===== config.mk =====
export PLATFORM = sky130hd
export DESIGN_NAME = if_stage
export DESIGN_NICKNAME = d
export VERILOG_FILES = /design/src/rtl/if_pkg.sv /design/src/rtl/if_prefetch_fifo.sv /design/src/rtl/if_stage.sv
export SDC_FILE = /design/constraint.sdc
export NUM_CORES = 1
export LEC_CHECK = 0
export CAP_MARGIN = 20
export CORE_MARGIN = 3
export CORE_UTILIZATION = 45
export DETAILED_ROUTE_END_ITERATION = 12
export PLACE_DENSITY = 0.73
export SLEW_MARGIN = 20
export SYNTH_ARGS = -nofsm -noshare
export SYNTH_HDL_FRONTEND = slang
export SYNTH_SLANG_ARGS = --single-unit

===== constraint.sdc =====
create_clock -name clk -period 6.8 [get_ports clk]
set_input_delay 1.7 -clock clk [delete_from_list [all_inputs] [get_ports clk]]
set_output_delay 1.7 -clock clk [all_outputs]
set_load 0.1 [all_outputs]

===== src/rtl/if_pkg.sv =====
// Shared types and constants for the instruction-fetch stage.
package if_pkg;

  typedef enum logic [1:0] {
    IDLE  = 2'd0,
    FETCH = 2'd1,
    DROP  = 2'd2,
    HOLD  = 2'd3
  } if_state_e;

  localparam logic [31:0] IF_NOP  = 32'h0000_0000;
  localparam logic [31:0] PC_STEP = 32'd4;

endpackage


===== src/rtl/if_prefetch_fifo.sv =====
// Two-entry prefetch FIFO (instruction word + its PC+4) used only when
// IF_PREFETCH_EN is defined. Flush has priority over push/pop.
module if_prefetch_fifo #(
  parameter int unsigned WIDTH = 32
) (
  input  logic             clk,
  input  logic             rst,
  input  logic             push,
  input  logic [WIDTH-1:0] push_data,
  input  logic [WIDTH-1:0] push_pc,
  input  logic             pop,
  input  logic             flush,
  output logic [WIDTH-1:0] head_data,
  output logic [WIDTH-1:0] head_pc,
  output logic             full,
  output logic             empty
);

  logic [WIDTH-1:0] data_q [2];
  logic [WIDTH-1:0] data_d [2];
  logic [WIDTH-1:0] pc_q   [2];
  logic [WIDTH-1:0] pc_d   [2];
  logic             rd_ptr_q, rd_ptr_d;
  logic             wr_ptr_q, wr_ptr_d;
  logic [1:0]       count_q, count_d;
  logic             do_push, do_pop;

  assign full      = (count_q == 2'd2);
  assign empty     = (count_q == 2'd0);
  assign head_data = data_q[rd_ptr_q];
  assign head_pc   = pc_q[rd_ptr_q];
  assign do_push   = push && !full;
  assign do_pop    = pop && !empty;

  // Next pointer/count/storage values.
  always_comb begin
    data_d   = data_q;
    pc_d     = pc_q;
    rd_ptr_d = rd_ptr_q;
    wr_ptr_d = wr_ptr_q;
    count_d  = count_q;
    if (flush) begin
      rd_ptr_d = 1'b0;
      wr_ptr_d = 1'b0;
      count_d  = 2'd0;
    end else begin
      if (do_push) begin
        data_d[wr_ptr_q] = push_data;
        pc_d[wr_ptr_q]   = push_pc;
        wr_ptr_d         = ~wr_ptr_q;
      end
      if (do_pop) begin
        rd_ptr_d = ~rd_ptr_q;
      end
      case ({do_push, do_pop})
        2'b10:   count_d = count_q + 2'd1;
        2'b01:   count_d = count_q - 2'd1;
        default: count_d = count_q;
      endcase
    end
  end

  // State registers.
  always_ff @(posedge clk or posedge rst) begin
    if (rst) begin
      data_q   <= '{default: '0};
      pc_q     <= '{default: '0};
      rd_ptr_q <= 1'b0;
      wr_ptr_q <= 1'b0;
      count_q  <= 2'd0;
    end else begin
      data_q   <= data_d;
      pc_q     <= pc_d;
      rd_ptr_q <= rd_ptr_d;
      wr_ptr_q <= wr_ptr_d;
      count_q  <= count_d;
    end
  end

endmodule


===== src/rtl/if_stage.sv =====
// Instruction-fetch stage with IF/ID pipeline register.
// Optional build macro IF_PREFETCH_EN: replaces the single hold register and
// HOLD state with a 2-entry prefetch FIFO that keeps fetching under freeze.
module if_stage
  import if_pkg::*;
#(
  parameter int unsigned WORD_WIDTH = 32
) (
  input  logic                  clk,
  input  logic                  rst,
  input  logic                  freeze,
  input  logic                  branch_taken,
  input  logic [WORD_WIDTH-1:0] branch_addr,
  output logic                  imem_req,
  output logic [WORD_WIDTH-1:0] imem_addr,
  input  logic                  imem_ack,
  input  logic [WORD_WIDTH-1:0] imem_rdata,
  output logic [WORD_WIDTH-1:0] pc_out,
  output logic [WORD_WIDTH-1:0] instruction_out,
  output logic                  valid_out
);

  localparam logic [WORD_WIDTH-1:0] STEP = WORD_WIDTH'(PC_STEP);
  localparam logic [WORD_WIDTH-1:0] NOP  = WORD_WIDTH'(IF_NOP);

  if_state_e             state_q, state_d;
  logic [WORD_WIDTH-1:0] pc_q, pc_d;
  logic [WORD_WIDTH-1:0] addr_q, addr_d;
  logic                  req_q, req_d;
  logic [WORD_WIDTH-1:0] ifid_pc_q, ifid_pc_d;
  logic [WORD_WIDTH-1:0] ifid_instr_q, ifid_instr_d;
  logic                  ifid_valid_q, ifid_valid_d;
  logic [WORD_WIDTH-1:0] pc_next;
  logic                  xfer;

  assign xfer            = req_q && imem_ack;
  assign pc_next         = pc_q + STEP;
  assign imem_req        = req_q;
  assign imem_addr       = addr_q;
  assign pc_out          = ifid_pc_q;
  assign instruction_out = ifid_instr_q;
  assign valid_out       = ifid_valid_q;

`ifdef IF_PREFETCH_EN
  logic                  fifo_push, fifo_pop, fifo_flush;
  logic                  fifo_full, fifo_empty, fifo_full_next;
  logic [WORD_WIDTH-1:0] fifo_head_data, fifo_head_pc;

  if_prefetch_fifo #(.WIDTH(WORD_WIDTH)) u_fifo (
    .clk       (clk),
    .rst       (rst),
    .push      (fifo_push),
    .push_data (imem_rdata),
    .push_pc   (pc_next),
    .pop       (fifo_pop),
    .flush     (fifo_flush),
    .head_data (fifo_head_data),
    .head_pc   (fifo_head_pc),
    .full      (fifo_full),
    .empty     (fifo_empty)
  );
`else
  logic [WORD_WIDTH-1:0] hold_pc_q, hold_pc_d;
  logic [WORD_WIDTH-1:0] hold_instr_q, hold_instr_d;
`endif

  // Next-state, PC, IF/ID and registered memory-port outputs.
  always_comb begin
    state_d      = state_q;
    pc_d         = pc_q;
    ifid_pc_d    = ifid_pc_q;
    ifid_instr_d = ifid_instr_q;
    ifid_valid_d = ifid_valid_q;
`ifdef IF_PREFETCH_EN
    fifo_push    = 1'b0;
    fifo_pop     = 1'b0;
    fifo_flush   = branch_taken;
`else
    hold_pc_d    = hold_pc_q;
    hold_instr_d = hold_instr_q;
`endif

    case (state_q)
      IDLE: begin
        state_d = FETCH;
        if (branch_taken) begin
          pc_d         = branch_addr;
          ifid_instr_d = NOP;
          ifid_valid_d = 1'b0;
        end
      end
      FETCH: begin
        if (branch_taken) begin
          pc_d         = branch_addr;
          ifid_instr_d = NOP;
          ifid_valid_d = 1'b0;
          // An outstanding request must finish at its old address first.
          state_d      = (req_q && !xfer) ? DROP : FETCH;
        end else begin
`ifdef IF_PREFETCH_EN
          if (xfer) pc_d = pc_next;
          if (!freeze) begin
            // FIFO head is older than the word arriving now; bypass only when empty.
            if (!fifo_empty) begin
              ifid_pc_d    = fifo_head_pc;
              ifid_instr_d = fifo_head_data;
              ifid_valid_d = 1'b1;
              fifo_pop     = 1'b1;
              fifo_push    = xfer;
            end else if (xfer) begin
              ifid_pc_d    = pc_next;
              ifid_instr_d = imem_rdata;
              ifid_valid_d = 1'b1;
            end else begin
              ifid_instr_d = NOP;
              ifid_valid_d = 1'b0;
            end
          end else begin
            fifo_push = xfer;
          end
`else
          if (freeze) begin
            if (xfer) begin
              hold_pc_d    = pc_next;
              hold_instr_d = imem_rdata;
              pc_d         = pc_next;
              state_d      = HOLD;
            end
          end else if (xfer) begin
            ifid_pc_d    = pc_next;
            ifid_instr_d = imem_rdata;
            ifid_valid_d = 1'b1;
            pc_d         = pc_next;
          end else begin
            ifid_instr_d = NOP;
            ifid_valid_d = 1'b0;
          end
`endif
        end
      end
      DROP: begin
        if (branch_taken) begin
          pc_d         = branch_addr;
          ifid_instr_d = NOP;
          ifid_valid_d = 1'b0;
        end else if (!freeze) begin
          ifid_instr_d = NOP;
          ifid_valid_d = 1'b0;
        end
        if (xfer) state_d = FETCH;
      end
      HOLD: begin
`ifdef IF_PREFETCH_EN
        state_d = FETCH;
`else
        if (branch_taken) begin
          pc_d         = branch_addr;
          ifid_instr_d = NOP;
          ifid_valid_d = 1'b0;
          hold_pc_d    = '0;
          hold_instr_d = NOP;
          state_d      = FETCH;
        end else if (!freeze) begin
          ifid_pc_d    = hold_pc_q;
          ifid_instr_d = hold_instr_q;
          ifid_valid_d = 1'b1;
          state_d      = FETCH;
        end
`endif
      end
      default: state_d = IDLE;
    endcase

`ifdef IF_PREFETCH_EN
    fifo_full_next = !fifo_flush &&
                     (fifo_full ? !(fifo_pop && !fifo_push)
                                : (!fifo_empty && fifo_push && !fifo_pop));
    req_d = (state_d == DROP) || ((state_d == FETCH) && !fifo_full_next);
`else
    req_d = (state_d == FETCH) || (state_d == DROP);
`endif
    // DROP keeps presenting the pre-branch address until its transfer.
    addr_d = (state_d == DROP) ? addr_q : pc_d;
  end

  // FSM and pipeline registers.
  always_ff @(posedge clk or posedge rst) begin
    if (rst) begin
      state_q      <= IDLE;
      pc_q         <= '0;
      addr_q       <= '0;
      req_q        <= 1'b0;
      ifid_pc_q    <= '0;
      ifid_instr_q <= NOP;
      ifid_valid_q <= 1'b0;
`ifndef IF_PREFETCH_EN
      hold_pc_q    <= '0;
      hold_instr_q <= NOP;
`endif
    end else begin
      state_q      <= state_d;
      pc_q         <= pc_d;
      addr_q       <= addr_d;
      req_q        <= req_d;
      ifid_pc_q    <= ifid_pc_d;
      ifid_instr_q <= ifid_instr_d;
      ifid_valid_q <= ifid_valid_d;
`ifndef IF_PREFETCH_EN
      hold_pc_q    <= hold_pc_d;
      hold_instr_q <= hold_instr_d;
`endif
    end
  end

endmodule

==> flow_summary.ini <==
[logic_synthesis]
synthArstFlopShare_pct = 100
yosysSeqAreaShare_pct = 53.4
synth_flop_cell = dfrtp_1
synth_edf_count = 0
avgSynthCellArea_um2 = 9.94
syn_area_um2 = 9190
synth_warnings = 0
syn_nets = 996
ys_ff_latch = 196
ys_types = 51
syn_inst = 925

[run_status]
status = completed

[floorplan]
die_h_um = 149
core.rowCount = 51
chipWidth_um = 149
start_util_pct = 46.5
dieArea_um2 = 22200
pin_count = 167
coreArea_um2 = 19800

[worst_setup_path]
worstSetupPathType = in -> reg
cp.required_ns = 7.11
crit_fanout = 29
start_kind = input pin
max_stage_delay_ns = 0.61
path_cells = clkdlybuf4s50_1, nand4b_1, nor2_2, o21ai_0, nand2_1, ha_2, buf_4, nor3_1, a31oi_1, o211ai_1
cp-end-kind = flip-flop
critical_path.slowest_cell = nand4b_1
cp_data_arrival_time_ns = 4.69

[global_routing]
grt_pass1_wl_um = 38200
grt-ovfl-total = 0
grtUsageTotal_pct = 21.5
antenna_found_initial = 0
grt_pass1_vias = 7194
grt_max_degree = 197

[layout]
final_nets = 1116
diodes = 0
final_cell_mix = dfrtp_1 (196), clkdlybuf4s50_1 (165), nand2_1 (150)
final_common_cell = dfrtp_1
syn_to_final_growth_pct = 26.6
drive_gt1_share_pct = 8.32

[drt]
final_antenna_net_count = 0
via_per_inst = 5.64
detail_route.wl_per_cell_um = 17.9
firstDrtPassIters = 5
wl_um = 23700
drtIter0Drc = 706
drc_errors = 0
vias = 7464

[worst_hold_path]
hp-class = reg -> reg

[power_and_ir_drop]
power_density_nw_per_um2 = 449
p_leak_nw = 4.84
clockPowerShare_pct = 20.1
net-switching-power_mw = 2.49
p_total_mw = 5.22
vdd_drop_max_uv = 296
p_comb_share_pct = 45.7
p_int_mw = 2.74
pwr-share-seq_pct = 34.2
swShare_pct = 47.6

[sta]
relSlewSlack_pct = 26.5
setup-tns-final_ns = 0
layout_min_cycle_time_ns = 4.38
fin_skew_ns = 0.0118
timing_hold_violations_final = 0
drv_slew = 0
period_share_pct = 64.4
rsz0062_at_grt = no
worst_slew_pin_slew_ns = 1.10
max_freq_mhz = 228
setup_violations = 0

[clocking]
cts_tree = yes
cts-resized-gates = 0
cts_sinks = 196
cts_inserted_buffers = 17
clock_latency_ns = 0.44
clockBufferDepth = 2
clk_pin_slew_ns = 0.07
htree_levels = 4
postCtsSetupBuffers = 0
root_buffer = clkbuf_16
cts_hold_buf = 0

[placed_design]
place_congestion = 0.824
io_buffer_count = 166
place_hpwl_um = 15700

[flow_run]
drv_cap = 0
[worst paths after layout]
path / startpoint / endpoint / slack (ns) / cells after the start
setup / recovery: imem_ack / imem_addr[14] / 2.42 / 10
hold / removal: hold_pc_q[18] / hold_pc_q[18] / 0.48 / 2
setup reg to reg: state_q[0] / imem_addr[14] / 3.43 / 10
hold reg to reg: hold_pc_q[18] / hold_pc_q[18] / 0.48 / 2
max in group asynchronous: rst / imem_addr[21] / 4.16 / 4
min in group asynchronous: rst / pc_out[3] / 1.70 / 3
[cells by family (layout without fill, tap and decap cells)]
kind of cell	Yosys count	after routing	share of synthesized area [%]
AOI/OAI and AO/OA	234	234	16.8
and+or+nand+nor	318	318	16.7
muxes	31	31	3.73
xor gates and xnor gates	57	57	5.43
buffers and inverters	87	220	3.73
DFF	196	196	53.4
adders and majority gates	2	2	0.272
[flip-flops by register name, summed over array words and instances, names as in the netlist]
name,cells
hold_instr_q,32
hold_pc_q,32
imem_addr,32
instruction_out,32
pc_out,32
pc_q,32
state_q,2
imem_req,1
valid_out,1
[cells in the mapped netlist, types with 3 or more instances]
master	count	area [µm²]
a22o_1	37	324
and3_1	7	43.8
a21boi_0	7	52.6
nor3_1	13	65.1
a21oi_1	22	110
and2_1	3	18.8
and4_1	3	26.3
or3_1	5	31.3
o31ai_1	4	30.0
o221ai_1	4	35.0
mux2i_1	5	50.1
nor2_1	43	161
nand4_1	17	106
a31oi_1	6	37.5
xor2_1	30	263
dfrtp_1	196	4900
a22oi_1	33	248
nand3_1	42	210
a221o_1	6	60.1
o22ai_1	5	31.3
a21o_1	4	30.0
or4_1	3	22.5
xnor2_1	27	236
inv_1	9	33.8
buf_2	11	55.1
nand2b_1	5	31.3
buf_1	10	37.5
clkbuf_1	55	206
o21ai_0	90	450
mux2_2	26	293
nand2_1	151	567
nor4_1	11	68.8
o211ai_1	7	52.6
[through the flow]
stage	setup WS, ns	util, %	hold slack [ns]	std cells	instance area [µm²]
detailed placement	2.03	55.6	0.462	1290	11000
CTS	2.45	58.7	0.477	1322	11600
global route	2.10	58.8	0.497	1323	11600
floorplan	2.57	-	0.442	925	9200
finish	2.42	58.8	0.476	1323	11600
global placement	2.14	55.6	0.453	1290	11000
[power groups by stage]
stage / Combinational, mW / Clock [mW] / Sequential, mW
floorplan: 0.638 / 0 / 2.92
global placement: 2.36 / 0 / 1.79
detailed placement: 2.38 / 0 / 1.81
CTS: 2.39 / 1.07 / 1.79
global route: 2.50 / 1.12 / 1.84
finish: 2.38 / 1.05 / 1.79
[layer usage]
| metal | vias to the layer above | global-route usage [%] | wire length (µm) |
|---|---|---|---|
| li1 | 3541 | - | - |
| met1 | 3630 | 32.3 | 11200 |
| met2 | 269 | 32.3 | 10800 |
| met3 | 24 | 4.01 | 1360 |
| met4 | 0 | 5.31 | 272 |
| met5 | - | 0 | 0 |
[area by class of cell]
class | instances | area [µm²]
Fill cell | 1717 | 8150
Tap cell | 265 | 332
Clock buffer | 19 | 443
Sequential cell | 196 | 4900
Multi-Input combinational cell | 642 | 3960
Timing Repair Buffer | 179 | 1790
Clock inverter | 13 | 174
Inverter | 9 | 37.5
[critical path, delay by kind of cell]
kind | cells | cell delay [ns]
AO/OA/AOI/OAI | 3 | 0.43
adder cells (fa/ha/maj) | 1 | 0.47
buffers and inverters | 2 | 0.95
AND/OR/NAND/NOR | 4 | 1.11
Note: power is estimated with default switching activity, not from simulation.
==> edit 1 (config.mk and constraints unchanged) <==
The option `IF_PREFETCH_EN` is turned on by a define.
--- a/src/rtl/if_stage.sv
+++ b/src/rtl/if_stage.sv
@@ -3,2 +3,4 @@
 // HOLD state with a 2-entry prefetch FIFO that keeps fetching under freeze.
+`define IF_PREFETCH_EN
+
 module if_stage
Check against the original RTL: not equivalent (a bounded check fails within 4 cycles, from zero or initial values and one cycle with rst high).
==> edit 1 against the unedited design <==
Global-route usage grew 1.3 points; area after synthesis grew 42%; count of clock-buffer cells in the layout grew 20; setup slack gained 0.059 ns; power grew 49%; final area grew 36%; sequential cell count grew 68; wire length grew 53%; via count grew 42%; die area grew 40%.
==> edit 1: results (changes against the unedited design) <==
Global routing
  – Largest net degree at the start of global routing: 171 (-13%)
  – Overall global routing resource usage: 0.2278 (+0.01334)
  – Global-route wire length before repair: 57130 µm (+49%)
  – Via count of the first global-routing pass: 10161 (+41%)

Placement
  – Detailed placement HPWL: 23720 µm (+51%)
  – Weighted congestion reported at the end of routability-driven placement: 0.9175 (+11%)

Drt
  – Detailed-route vias per instance: 5.861 (+3.9%)
  – Number of design-rule violations left by the first detailed-router iteration: 1104 (+56%)
  – Wire per inst: 19.96 µm (+12%)

Power
  – Total internal power: 4.096 mW (+50%)
  – Power drawn by the clock network: 1.54 mW (+47%)
  – Power density normalized to cell area: 490.8 nW/µm² (+9.3%)
  – Worst IR Drop VDD: 362.2 µV (+22%)
  – Static Leakage: 6.496 nW (+34%)
  – Power drawn by the combinational cells: 3.69 mW (+55%)

Synthesis
  – Post-synthesis sequential area ratio: 0.5060 (-0.02759)
  – Gate Count Post-Synth: 1308 (+41%)
  – Netlist cell types: 71 (+39%)
  – Leading cell types by total area after synthesis: sky130_fd_sc_hd__dfrtp_1, sky130_fd_sc_hd__mux2_2, sky130_fd_sc_hd__mux2i_1
  – Syn nets: 1382 (+39%)
  – Top cells by count, synth: sky130_fd_sc_hd__dfrtp_1, sky130_fd_sc_hd__nand2_1, sky130_fd_sc_hd__nor2_1, sky130_fd_sc_hd__a21oi_1, sky130_fd_sc_hd__mux2_2
  – Synth async-reset ratio: 1.000 (unchanged)

Job
  – Max cap viols: 0 (unchanged)

Critical path
  – Cell at the slowest stage of the critical path: sky130_fd_sc_hd__clkdlybuf4s50_1
  – Biggest fanout along the worst timing path: 93 (+220%)
  – Stage delay of the slowest cell on the critical path: 0.84 ns (+0.23 ns)
  – Critical path data arrival time: 4.73 ns (+0.04 ns)
  – Worst reg2reg path depth: 8 (-2)
  – Top Family by Delay on Critical Path: buffers and inverters

Cells and area
  – Filler instances: 2387 (+39%)
  – Ant diodes: 0 (unchanged)
  – Layout cell share with drive strength beyond 1: 0.1276 (+0.04444)
  – Non-filler instance count after layout: 1812 (+37%)
  – Final nets: 1489 (+33%)
  – Largest regs: u_fifo.data_q (64), u_fifo.pc_q (64)

Clocking
  – Max Root-Sink Buffers: 3 (+1)
  – CTS Buf Count: 29 (+12)
  – H-tree depth reported by CTS: 1 (-3)
  – Clock latency of the later-clocked register in the worst-skew pair: 0.54 ns (+0.10 ns)

Status
  – Status: complete, no violations

Timing
  – Headroom to the max-slew limit: 0.2752 (+0.009930)
  – Setup Skew: 0.01765 ns (+0.005864 ns)
  – Number of hold violations in the final report: 0 (unchanged)

Hold path
  – Type of the worst min-delay path: flop to flop
  – Worst hold path cell count: 1 (-1)
-- edit 1: metal layers --
metal | global-route usage | wire length, µm
met3 | 0.02925 | 2555
met4 | 0.05345 | 671
met2 | 0.3553 | 16600
met5 | 0 | 0
met1 | 0.3404 | 16350
-- edit 1: layout make-up --
class / count / area (µm²) / area share
sequential: 264 / 6610 / 0.4163
clock inverter: 11 / 115.1 / 0.007249
clock buffer: 39 / 823.3 / 0.05185
tap: 378 / 473.0 / 0.02978
multi-input combinational: 916 / 5962 / 0.3755
timing repair buffer: 186 / 1824 / 0.1149
inverter: 18 / 71.32 / 0.004491
-- edit 1: cell families (layout without fill, tap and decap cells) --
kind of cell               after synthesis  count (layout)  synth area share
AOI/OAI and AO/OA                      353             353            0.1697
xor gates and xnor gates                24              24           0.01610
adders and majority gates                5               5          0.004792
buffers and inverters                  128             254           0.03910
DFF                                    264             264            0.5060
muxes                                  151             151            0.1250
and+or+nand+nor                        383             383            0.1393
-- edit 1: path summary, 6_finish.rpt --
kind                                    from           endpoint  slack [ns]
min in group asynchronous                rst         pc_out[26]        1.60
worst min register to register    pc_out[10]         pc_out[10]        0.47
worst max register to register    state_q[1]  u_fifo.data_q[62]        3.73
max in group asynchronous                rst  u_fifo.data_q[46]        3.78
worst min-delay path              pc_out[10]         pc_out[10]        0.47
worst max-delay path            branch_taken  u_fifo.data_q[62]        2.48
-- edit 1: through the flow --
stage	utilization	hold WS, ns	instance area, µm²	setup WS (ns)
finish	0.5638	0.4742	15880	2.480
global route	0.5638	0.4951	15880	2.323
CTS	0.5636	0.4785	15870	2.503
detailed placement	0.5303	0.4659	14940	1.937
global placement	0.5303	0.4564	14940	2.068
floorplan	-	0.4444	13060	1.616
==> edit 2 (config.mk and constraints unchanged) <==
Without the edit above. Make the reset (`rst`) synchronous in one clocked block.
--- a/src/rtl/if_stage.sv
+++ b/src/rtl/if_stage.sv
@@ -186,3 +186,3 @@
   // FSM and pipeline registers.
-  always_ff @(posedge clk or posedge rst) begin
+  always_ff @(posedge clk) begin
     if (rst) begin
Check against the original RTL: differs if rst is asserted again (counterexample within 4 cycles, from zero or initial values and one cycle with rst high); with rst held inactive, the same outputs for 4 cycles.
==> edit 2 against the unedited design <==
Final area is 4.9% lower; first-iteration DRC count is 13% lower; setup slack worse by 0.50 ns; sequential cell count stayed put; area after synthesis is 4.2% lower; wire length is 3.9% higher; critical path type unchanged; critical endpoint is now imem_addr[27].
Power is not compared: it rests on default switching activity, and its combinational part moved more than twofold at a synthesized area within 25%.
==> edit 2: results (changes against the unedited design) <==
Status
  – Status: complete, no violations

Synthesis
  – Gate Count Post-Synth: 1014 (+9.6%)
  – Synth async-reset ratio: 0 (-1.000)
  – YS warnings: 0 (unchanged)
  – Synthesized-area fraction occupied by ao, oa, aoi and oai cells: 0.2331 (+0.06555)
  – Syn nets: 1085 (+8.9%)
  – Post-synthesis sequential area ratio: 0.4458 (-0.08785)
  – Netlist cell types: 65 (+27%)
  – Primary FF master, synth: sky130_fd_sc_hd__dfxtp_1
  – Multiplexer share of the synthesized area: 0.01251 (-0.02479)
  – Leading cell types by total area after synthesis: sky130_fd_sc_hd__dfxtp_1, sky130_fd_sc_hd__a22oi_1, sky130_fd_sc_hd__nor2_1
  – Adder and majority cell fraction of the synthesized area: 0.002843 (+0.0001204)
  – Yosys top cell by area: sky130_fd_sc_hd__dfxtp_1
  – Fraction of synthesized cell area in xor and xnor cells: 0.03781 (-0.01650)
  – Top cells by count, synth: sky130_fd_sc_hd__dfxtp_1, sky130_fd_sc_hd__nor2_1, sky130_fd_sc_hd__a22oi_1, sky130_fd_sc_hd__nand2_1, sky130_fd_sc_hd__clkbuf_1

Placement
  – Port buffer count: 166 (unchanged)
  – Total placed instance area: 10460 µm² (-4.8%)
  – Placed cells: 1354 (+5.0%)
  – Detailed placement HPWL: 16230 µm (+3.6%)
  – Post-placement setup slack: 1.563 ns (-0.4657 ns)
  – Weighted congestion reported at the end of routability-driven placement: 0.8280 (+0.44%)

Cells and area
  – Final nets: 1185 (+6.2%)
  – Layout cell share with drive strength beyond 1: 0.06300 (-0.02018)
  – Filler instances: 1712 (-0.29%)

Critical path
  – Top Family by Delay on Critical Path: buffers and inverters
  – Worst reg2reg path depth: 8 (-2)
  – R2R Setup Slk: 3.82 ns (+0.39 ns)
  – Biggest fanout along the worst timing path: 51 (+76%)
  – Critical Path End: imem_addr[27]
  – Critical path data arrival time: 5.15 ns (+0.46 ns)
  – Cell at the slowest stage of the critical path: sky130_fd_sc_hd__clkinv_1
  – Setup crit start: branch_taken
  – Reg-to-reg startpoint: imem_req
  – Stage delay of the slowest cell on the critical path: 0.92 ns (+0.31 ns)

Timing
  – Highest clock frequency the design can meet: 205.1 MHz (-10%)
  – Setup Skew: 0.01300 ns (+0.001218 ns)
  – Actual slew at the worst max-slew pin: 1.049 ns (-0.04848 ns)

Drt
  – Detailed-route vias per instance: 5.805 (+2.9%)
  – Drt total wl: 24570 µm (+3.9%)
  – Number of design-rule violations left by the first detailed-router iteration: 617 (-13%)
  – Wire per inst: 17.71 µm (-0.92%)

Clocking
  – Clock root buffer master: sky130_fd_sc_hd__clkbuf_16
  – Total setup buffers inserted after CTS: 0 (unchanged)
  – H-tree depth reported by CTS: 4 (unchanged)

Power
  – Static Leakage: between 3 and 4 nW
  – Worst IR Drop VDD: approximately 180 µV

Global routing
  – Largest net degree at the start of global routing: 108 (-45%)
  – Overall global routing resource usage: 0.2250 (+0.01046)
  – Via count of the first global-routing pass: 7605 (+5.7%)
  – Global-route wire length before repair: 39630 µm (+3.7%)
==> edit 2: cell types whose count changed after synthesis, sizes merged, moves of 27 or more <==
cell,delta
dfrtp,-196
dfxtp,+196
nor2,+107
nand2,-78
o21ai,-64
a22oi,+46
nor3,+27
==> edit 2: power groups by stage <==
stage          clock network, mW  registers, mW  logic [mW]
2_1_floorplan                  0           1.35       0.140
3_3_place_gp                   0           1.25       0.355
3_5_place_dp                   0           1.25       0.358
4_1_cts                     1.02           1.22       0.359
5_1_grt                     1.07           1.22       0.382
6_report                    1.01           1.22       0.360
==> edit 2: layer usage <==
layer	wire [µm]	up-vias	GRT usage
met4	626	0	0.06980
met3	1967	51	0.06633
met2	11640	295	0.3650
li1	-	3894	-
met1	10340	3812	0.2899
met5	0	-	0
==> edit 2: worst min-delay path by stage <==
stage / end / startpoint / cells past startpoint / slack [ns]
floorplan: hold_pc_q[31] / hold_pc_q[31] / 1 / 0.42
global placement: hold_pc_q[31] / hold_pc_q[31] / 1 / 0.44
detailed placement: hold_pc_q[17] / hold_pc_q[17] / 2 / 0.44
CTS: hold_pc_q[17] / hold_pc_q[17] / 2 / 0.45
global route: hold_pc_q[31] / hold_pc_q[31] / 1 / 0.47
finish: hold_pc_q[29] / hold_pc_q[29] / 2 / 0.45
==> edit 2: final cells by class <==
type	count	area, µm²	share of cell area
clock buffer	17	425.4	0.03844
tap	260	325.3	0.02940
clock inverter	15	162.7	0.01470
multi-input combinational	712	4439	0.4011
inverter	9	33.78	0.003053
sequential	196	3924	0.3545
timing repair buffer	178	1757	0.1587
==> edit 2: through the flow <==
step | hold slack [ns] | util
after global placement | 0.4377 | 0.5517
after CTS | 0.4511 | 0.5828
final | 0.4529 | 0.5838
after global routing | 0.4711 | 0.5838
after floorplan | 0.4243 | -
after detailed placement | 0.4415 | 0.5517
